===== src/rtl/rf_trace_buffer.sv =====
// rf_trace_buffer: captures committed register-file writes (cycle, PC, rd, data) into a
// circular buffer drained over valid/ready. Define PL_TRACE_HALT_EN to enable IF-PC halt detection.
module rf_trace_buffer #(
    parameter int DW       = 32,
    parameter int AW       = 32,
    parameter int CW       = 32,
    parameter int DEPTH    = 16,
    parameter int MODE     = 0,
    parameter int HALT_CYC = 4
) (
    input  logic                   clk,
    input  logic                   rstn,
    input  logic                   en,
    input  logic                   wb_we,
    input  logic [4:0]             wb_rd,
    input  logic [DW-1:0]          wb_data,
    input  logic [AW-1:0]          wb_pc,
    input  logic [AW-1:0]          if_pc,
    output logic                   tr_valid,
    input  logic                   tr_ready,
    output logic [CW-1:0]          tr_cycle,
    output logic [AW-1:0]          tr_pc,
    output logic [4:0]             tr_rd,
    output logic [DW-1:0]          tr_data,
    output logic [$clog2(DEPTH):0] count,
    output logic                   overflow,
    output logic [15:0]            drop_cnt,
    output logic                   halted
);
    localparam int PW = $clog2(DEPTH);
    localparam int NW = PW + 1;
    localparam int EW = CW + AW + 5 + DW;

    logic [EW-1:0] mem_r [DEPTH];
    logic [PW-1:0] wr_ptr_r;
    logic [PW-1:0] rd_ptr_r;
    logic [NW-1:0] count_r;
    logic [CW-1:0] cycle_r;
    logic          overflow_r;
    logic [15:0]   drop_cnt_r;
    logic          halted_s;

    logic          full_s;
    logic          push_s;
    logic          pop_s;
    logic          lost_s;
    logic          accept_s;
    logic          rd_adv_s;
    logic [EW-1:0] head_s;

    // Push/pop decode; a push into a full buffer without a pop is "lost" in both modes,
    // but in overwrite mode it is still written and the oldest entry is evicted instead.
    always_comb begin
        full_s   = (count_r == NW'(DEPTH));
        push_s   = en && wb_we && (wb_rd != 5'd0) && !halted_s;
        pop_s    = (count_r != {NW{1'b0}}) && tr_ready;
        lost_s   = push_s && full_s && !pop_s;
        accept_s = push_s && !(lost_s && (MODE == 0));
        rd_adv_s = pop_s || (lost_s && (MODE != 0));
    end

    // Pointers, occupancy, cycle stamp and loss bookkeeping
    always_ff @(posedge clk) begin
        if (!rstn) begin
            wr_ptr_r   <= {PW{1'b0}};
            rd_ptr_r   <= {PW{1'b0}};
            count_r    <= {NW{1'b0}};
            cycle_r    <= {CW{1'b0}};
            overflow_r <= 1'b0;
            drop_cnt_r <= 16'd0;
        end else begin
            if (accept_s) begin
                wr_ptr_r <= wr_ptr_r + PW'(1);
            end
            if (rd_adv_s) begin
                rd_ptr_r <= rd_ptr_r + PW'(1);
            end
            count_r <= count_r + NW'(accept_s) - NW'(rd_adv_s);
            if (en) begin
                cycle_r <= cycle_r + CW'(1);
            end
            if (lost_s) begin
                overflow_r <= 1'b1;
                if (drop_cnt_r != 16'hFFFF) begin
                    drop_cnt_r <= drop_cnt_r + 16'd1;
                end
            end
        end
    end

    // Entry storage; deliberately not cleared by reset
    always_ff @(posedge clk) begin
        if (rstn && accept_s) begin
            mem_r[wr_ptr_r] <= {cycle_r, wb_pc, wb_rd, wb_data};
        end
    end

    assign head_s = mem_r[rd_ptr_r];
    assign {tr_cycle, tr_pc, tr_rd, tr_data} = head_s;
    assign tr_valid = (count_r != {NW{1'b0}});
    assign count    = count_r;
    assign overflow = overflow_r;
    assign drop_cnt = drop_cnt_r;
    assign halted   = halted_s;

`ifdef PL_TRACE_HALT_EN
    localparam int RW = $clog2(HALT_CYC + 1);

    logic [AW-1:0] prev_pc_r;
    logic [RW-1:0] run_r;
    logic [RW-1:0] run_next_s;
    logic          halted_r;

    // Length of the current run of identical IF PCs, saturating at the halt threshold
    always_comb begin
        if (if_pc == prev_pc_r) begin
            if (run_r == RW'(HALT_CYC - 1)) begin
                run_next_s = run_r;
            end else begin
                run_next_s = run_r + RW'(1);
            end
        end else begin
            run_next_s = {RW{1'b0}};
        end
    end

    // Sticky halt flag, raised on the edge where the run reaches the threshold
    always_ff @(posedge clk) begin
        if (!rstn) begin
            prev_pc_r <= {AW{1'b0}};
            run_r     <= {RW{1'b0}};
            halted_r  <= 1'b0;
        end else if (en) begin
            prev_pc_r <= if_pc;
            run_r     <= run_next_s;
            if (run_next_s == RW'(HALT_CYC - 1)) begin
                halted_r <= 1'b1;
            end
        end
    end

    assign halted_s = halted_r;
`else
    localparam int unused_halt_cyc = HALT_CYC;
    logic [AW-1:0] unused_if_pc_s;

    assign unused_if_pc_s = if_pc;
    assign halted_s       = 1'b0;
`endif

endmodule


===== config.mk =====
export PLATFORM = sky130hd
export DESIGN_NAME = rf_trace_buffer
export DESIGN_NICKNAME = d
export VERILOG_FILES = /design/src/rtl/rf_trace_buffer.sv
export SDC_FILE = /design/constraint.sdc
export NUM_CORES = 1
export LEC_CHECK = 0
export CAP_MARGIN = 20
export CORE_MARGIN = 4
export CORE_UTILIZATION = 40
export CTS_CLUSTER_SIZE = 10
export DETAILED_ROUTE_END_ITERATION = 10
export GPL_ROUTABILITY_DRIVEN = 0
export SYNTH_ARGS = -nofsm -noshare
export SYNTH_HDL_FRONTEND = slang
export SYNTH_SLANG_ARGS = --single-unit

===== constraint.sdc =====
create_clock -name clk -period 31.9 [get_ports clk]
set_input_delay 7.975 -clock clk [delete_from_list [all_inputs] [get_ports clk]]
set_output_delay 7.975 -clock clk [all_outputs]
set_load 0.02 [all_outputs]

; ---- Word level (Yosys, flattened, before mapping)
; Memories as Yosys holds them, arrays and structs flattened. A register that Yosys moved wholly into a read port is not among the register bits.
; Cells that the tools add are included.
[totals]
rom_bits = 0
reg_bits = 62
mem_count = 1
inputBits = 106
latch_bits = 0
mem_bits_rw = 1616
output_inout_bits = 125
[memory_table]
columns = name, depth, width, rd, rd_clocked_by_memory_dff, write_ports, line
row1 = mem_r, 16, 101, 1, 1, 1, 34  ; logic [EW-1:0] mem_r [DEPTH];
[classes]
bitwise_logic = 0
shift = 0
n_lt_le_gt_ge = 0
eq_ne = 2
n_div = 0
n_mux = 4
n_reduce_logical = 12
n_mul = 0
add_sub_neg = 6
[ops]
columns = operator, n
row1 = adder 32 x 1 -> 32 bit (second input constant), 1
row2 = adder 16 x 1 -> 16 bit (second input constant), 1
row3 = != test 16 bit (second input constant), 1
row4 = nonzero test 5 bit, 2
row5 = adder 4 x 1 -> 4 bit (second input constant), 2
row6 = two-way mux 4 bit, 2
row7 = logical AND 1 bit, 7
row8 = adder 5 x 1 -> 5 bit, 1
row9 = == test 5 bit (second input constant), 1
row10 = subtractor 5 x 1 -> 5 bit, 1
row11 = logical NOT 1 bit, 2
row12 = two-way mux 1 bit, 2
row13 = AND reduction 2 bit, 1

; ---- Depth between registers and ports, before layout
[depth]
ltp_word = 9
ltp_mapped = 12
ltp_nobuf = 12

; ---- Worst setup path before layout
; No wires, ideal clock.
[synth_path]
path_kind = in2reg
startpoint = in en
endpoint = mem mem_r[0][0] in the netlist's numbering, enable pin
n_path_buf = 1
stages = 5
arrival_time_ps = 18253
setup_slack_ps = 12838
path_cell_list = buf_4 nand2_2 a21o_1 or2_0 nor4_1
[synth_between]
elab_chain_len = 9
[synth_lines]
columns = item, line
row1 = "start, declared", 13  ; input logic en,
row2 = logical AND 1 bit (*) (2 in a row), 55  ; push_s = en && wb_we && (wb_rd != 5'd0) && !halted_s;
row3 = logical AND 1 bit (2 in a row), 57  ; lost_s = push_s && full_s && !pop_s;
row4 = logical NOT 1 bit, 58  ; accept_s = push_s && !(lost_s && (MODE == 0));
row5 = logical AND 1 bit (*), 58
row6 = logical AND 1 bit (*), 93  ; if (rstn && accept_s) begin
row7 = two-way mux 1 bit (*), 93
row8 = two-way mux 1 bit (not written as such) (*), 94  ; mem_r[wr_ptr_r] <= {cycle_r, wb_pc, wb_rd, wb_data};
row9 = "end, declared", 34
; Every way passes the cells marked *; elsewhere a longest branch is shown, timed or not.

==> reports/qor.yml <==
status: "complete, no violations"
fillers: 12600
r2r_slack_ns: 28.65
final_cell_area_um2: 73700
port_buffers: 197
cts_tree: "built"
initial_core_util_pct: 40.3
drt_wl_total_um: 145000
worst_pin_slew_ns: 1.10
synth_flop_cell: "edfxtp_1"
grt_pass1_vias: 30600
finalHoldViolations: 0
io_pins: 231
grt_first_pass_wirelength_um: 212000
worstSetupPathType: "reg2out"
synth_top_cell_area_share_pct: 76.1
fin_setup_tns_ns: 0
arrival_ns: 5.36
cts_buffers: 189
period_share_pct: 41.8
holdBufCountCts: 0
vias: 28600
end_kind: "output port"
slowest_stage: "buf_4"
hold_class: "reg2reg"
synth_top_family_by_area: "multiplexers"
drive_above_1_share_pct: 26.4
fp.dieH_um: 407
fin_worst_skew_ns: 0.0259
required_ns: 23.93
dp_hpwl_um: 63500
synth_cell_type_count: 49
clkSlewWorstSetupHoldPaths_ns: 0.05
synth_async_sr_flop_share_pct: 0
synth_xor_area_share_pct: 0.618
ys_seq_area_share_pct: 78.2
syn_inst: 2591
peakVddDrop_uv: 62.3
vias_per_cell: 5.68
mappedNetlistNets: 2710
grt_max_degree: 149
cts_setup_buffers: 0
wire_per_inst_um: 28.8
die-area_um2: 166000
num-nets-final: 3011
place_area_um2: 68300
ctsResizeCount: 0
crit_chain: "buf_4, buf_4, mux4_2, mux4_2, clkdlybuf4s50_1"
syn2layout_area_growth_pct: 15.6
ys_seq_elements: 1682
dr.pass1.iters: 5
yosys-top-cells-count: "edfxtp_1, mux4_2, dfxtp_1"
synth_area_um2: 63800
path_max_fanout: 72
start_kind: "register"
clock.fmax_mhz: 75.0
synth_top_area_cell: "edfxtp_1"
drv_cap: 0
grt_usage_pct: 17.5
synthSimpleGateAreaFrac_pct: 1.67
setup_viol: 0
dp.cells: 4768
yosysMostFrequentCell: "edfxtp_1"
p_total_mw: 5.21
drc: 0
clockBufferDepth: 3
period_needed_ns: 13.34
cellLeakagePower_nw: 21.8
syn_area_per_cell_um2: 24.6
core-area_um2: 158000
ant_nets: 0
synth_compound_area_share_pct: 0.391
final_cells: 5031
synth_edf_count: 1616
yosys_warnings: 0
relSlewSlack_pct: 26.8
slew_violations: 0
cts_root_buf: "clkbuf_16"
htree_levels: 4
yosys.area_share.adder_pct: 0.267
rsz0062_at_grt: "no"
p_per_area_nw_per_um2: 70.7
drt_iter0_drc: 2923
clock_latency_ns: 0.81
gr-total-overflow: 0
dieWidth_um: 407
slowest_delay_ns: 0.96
antenna_found_initial: 8
cts.sinks: 1682
ys_top_cells_by_area: "edfxtp_1, mux4_2, dfxtp_1, xnor2_1, and2_1"
synth_mux_area_share_pct: 17.9
num_rows: 146
## flip-flops by register name, summed over array words and instances, names as in the netlist, named ones only
register,flops
count,5
cycle_r,32
drop_cnt,16
mem_r,1616
overflow,1
rd_ptr_r,4
wr_ptr_r,4
## critical path, delay by kind of cell (launching register included)
| family | cells | cell delay [ns] |
|---|---|---|
| flip-flops | 1 | 0.95 |
| multiplexers | 2 | 0.91 |
| buffers and inverters | 3 | 2.59 |
## cells in the final DEF (no fill, tap or decap), drive strengths merged, types with 12 or more instances in the layout
cell type	instances
clkbuf	242
ha	12
and2	48
nor2	17
xnor2	36
mux4	505
buf	40
nand2	25
inv	13
nand3	22
edfxtp	1616
nand4	18
dfxtp	66
clkdlybuf4s50	196
## metrics by stage
stage          utilization, %  worst slack, ns  hold slack, ns
2_1_floorplan               -            12.84           0.480
3_3_place_gp             43.1            19.04           0.455
3_5_place_dp             43.1            18.95           0.466
4_1_cts                  46.4            18.06           0.484
5_1_grt                  46.5            18.29           0.498
6_report                 46.5            18.56           0.481
## final timing paths
| path | from | end | depth (start not counted) |
|---|---|---|---|
| worst max-delay path | register | tr_cycle[11] | 5 |
| worst min-delay path | overflow | overflow | 1 |
| worst max register to register | count[2] | mem_r[1][27] | 8 |
| worst min register to register | overflow | overflow | 1 |
## power breakdown
group | total [mW] | internal (mW) | leakage [nW] | switching, mW
Combinational | 0.876 | 0.462 | 4.33 | 0.414
Sequential | 2.45 | 2.43 | 14.9 | 0.0206
Clock | 1.89 | 1.10 | 2.53 | 0.789
## layout make-up
type                       count  area (µm²)  share of cell area (%)
clock buffer                 242        5100                    6.92
inverter                       8        30.0                  0.0408
tap                         2072        2590                    3.52
clock inverter                12         101                   0.138
antenna                        4        10.0                  0.0136
multi-input combinational    775       13400                    18.2
sequential                  1682       49900                    67.7
timing repair buffer         236        2580                    3.51
## cells by family (layout without fill, tap and decap cells)
group / count (synthesis) / count (layout)
flip-flops: 1682 / 1682
multiplexers: 507 / 507
AND/OR/NAND/NOR: 177 / 177
buffers and inverters: 134 / 498
XOR/XNOR: 45 / 45
AO/OA/AOI/OAI: 32 / 32
adder cells (fa/ha/maj): 13 / 13
other: 1 / 5
## layer usage
metal	up-vias	routed length, µm	global-route usage [%]
li1	11700	-	-
met5	-	21	0
met4	4	2540	3.90
met3	206	8500	3.43
met1	15800	61800	24.3
met2	877	72200	28.8
Note: power is estimated with default switching activity, not from simulation.
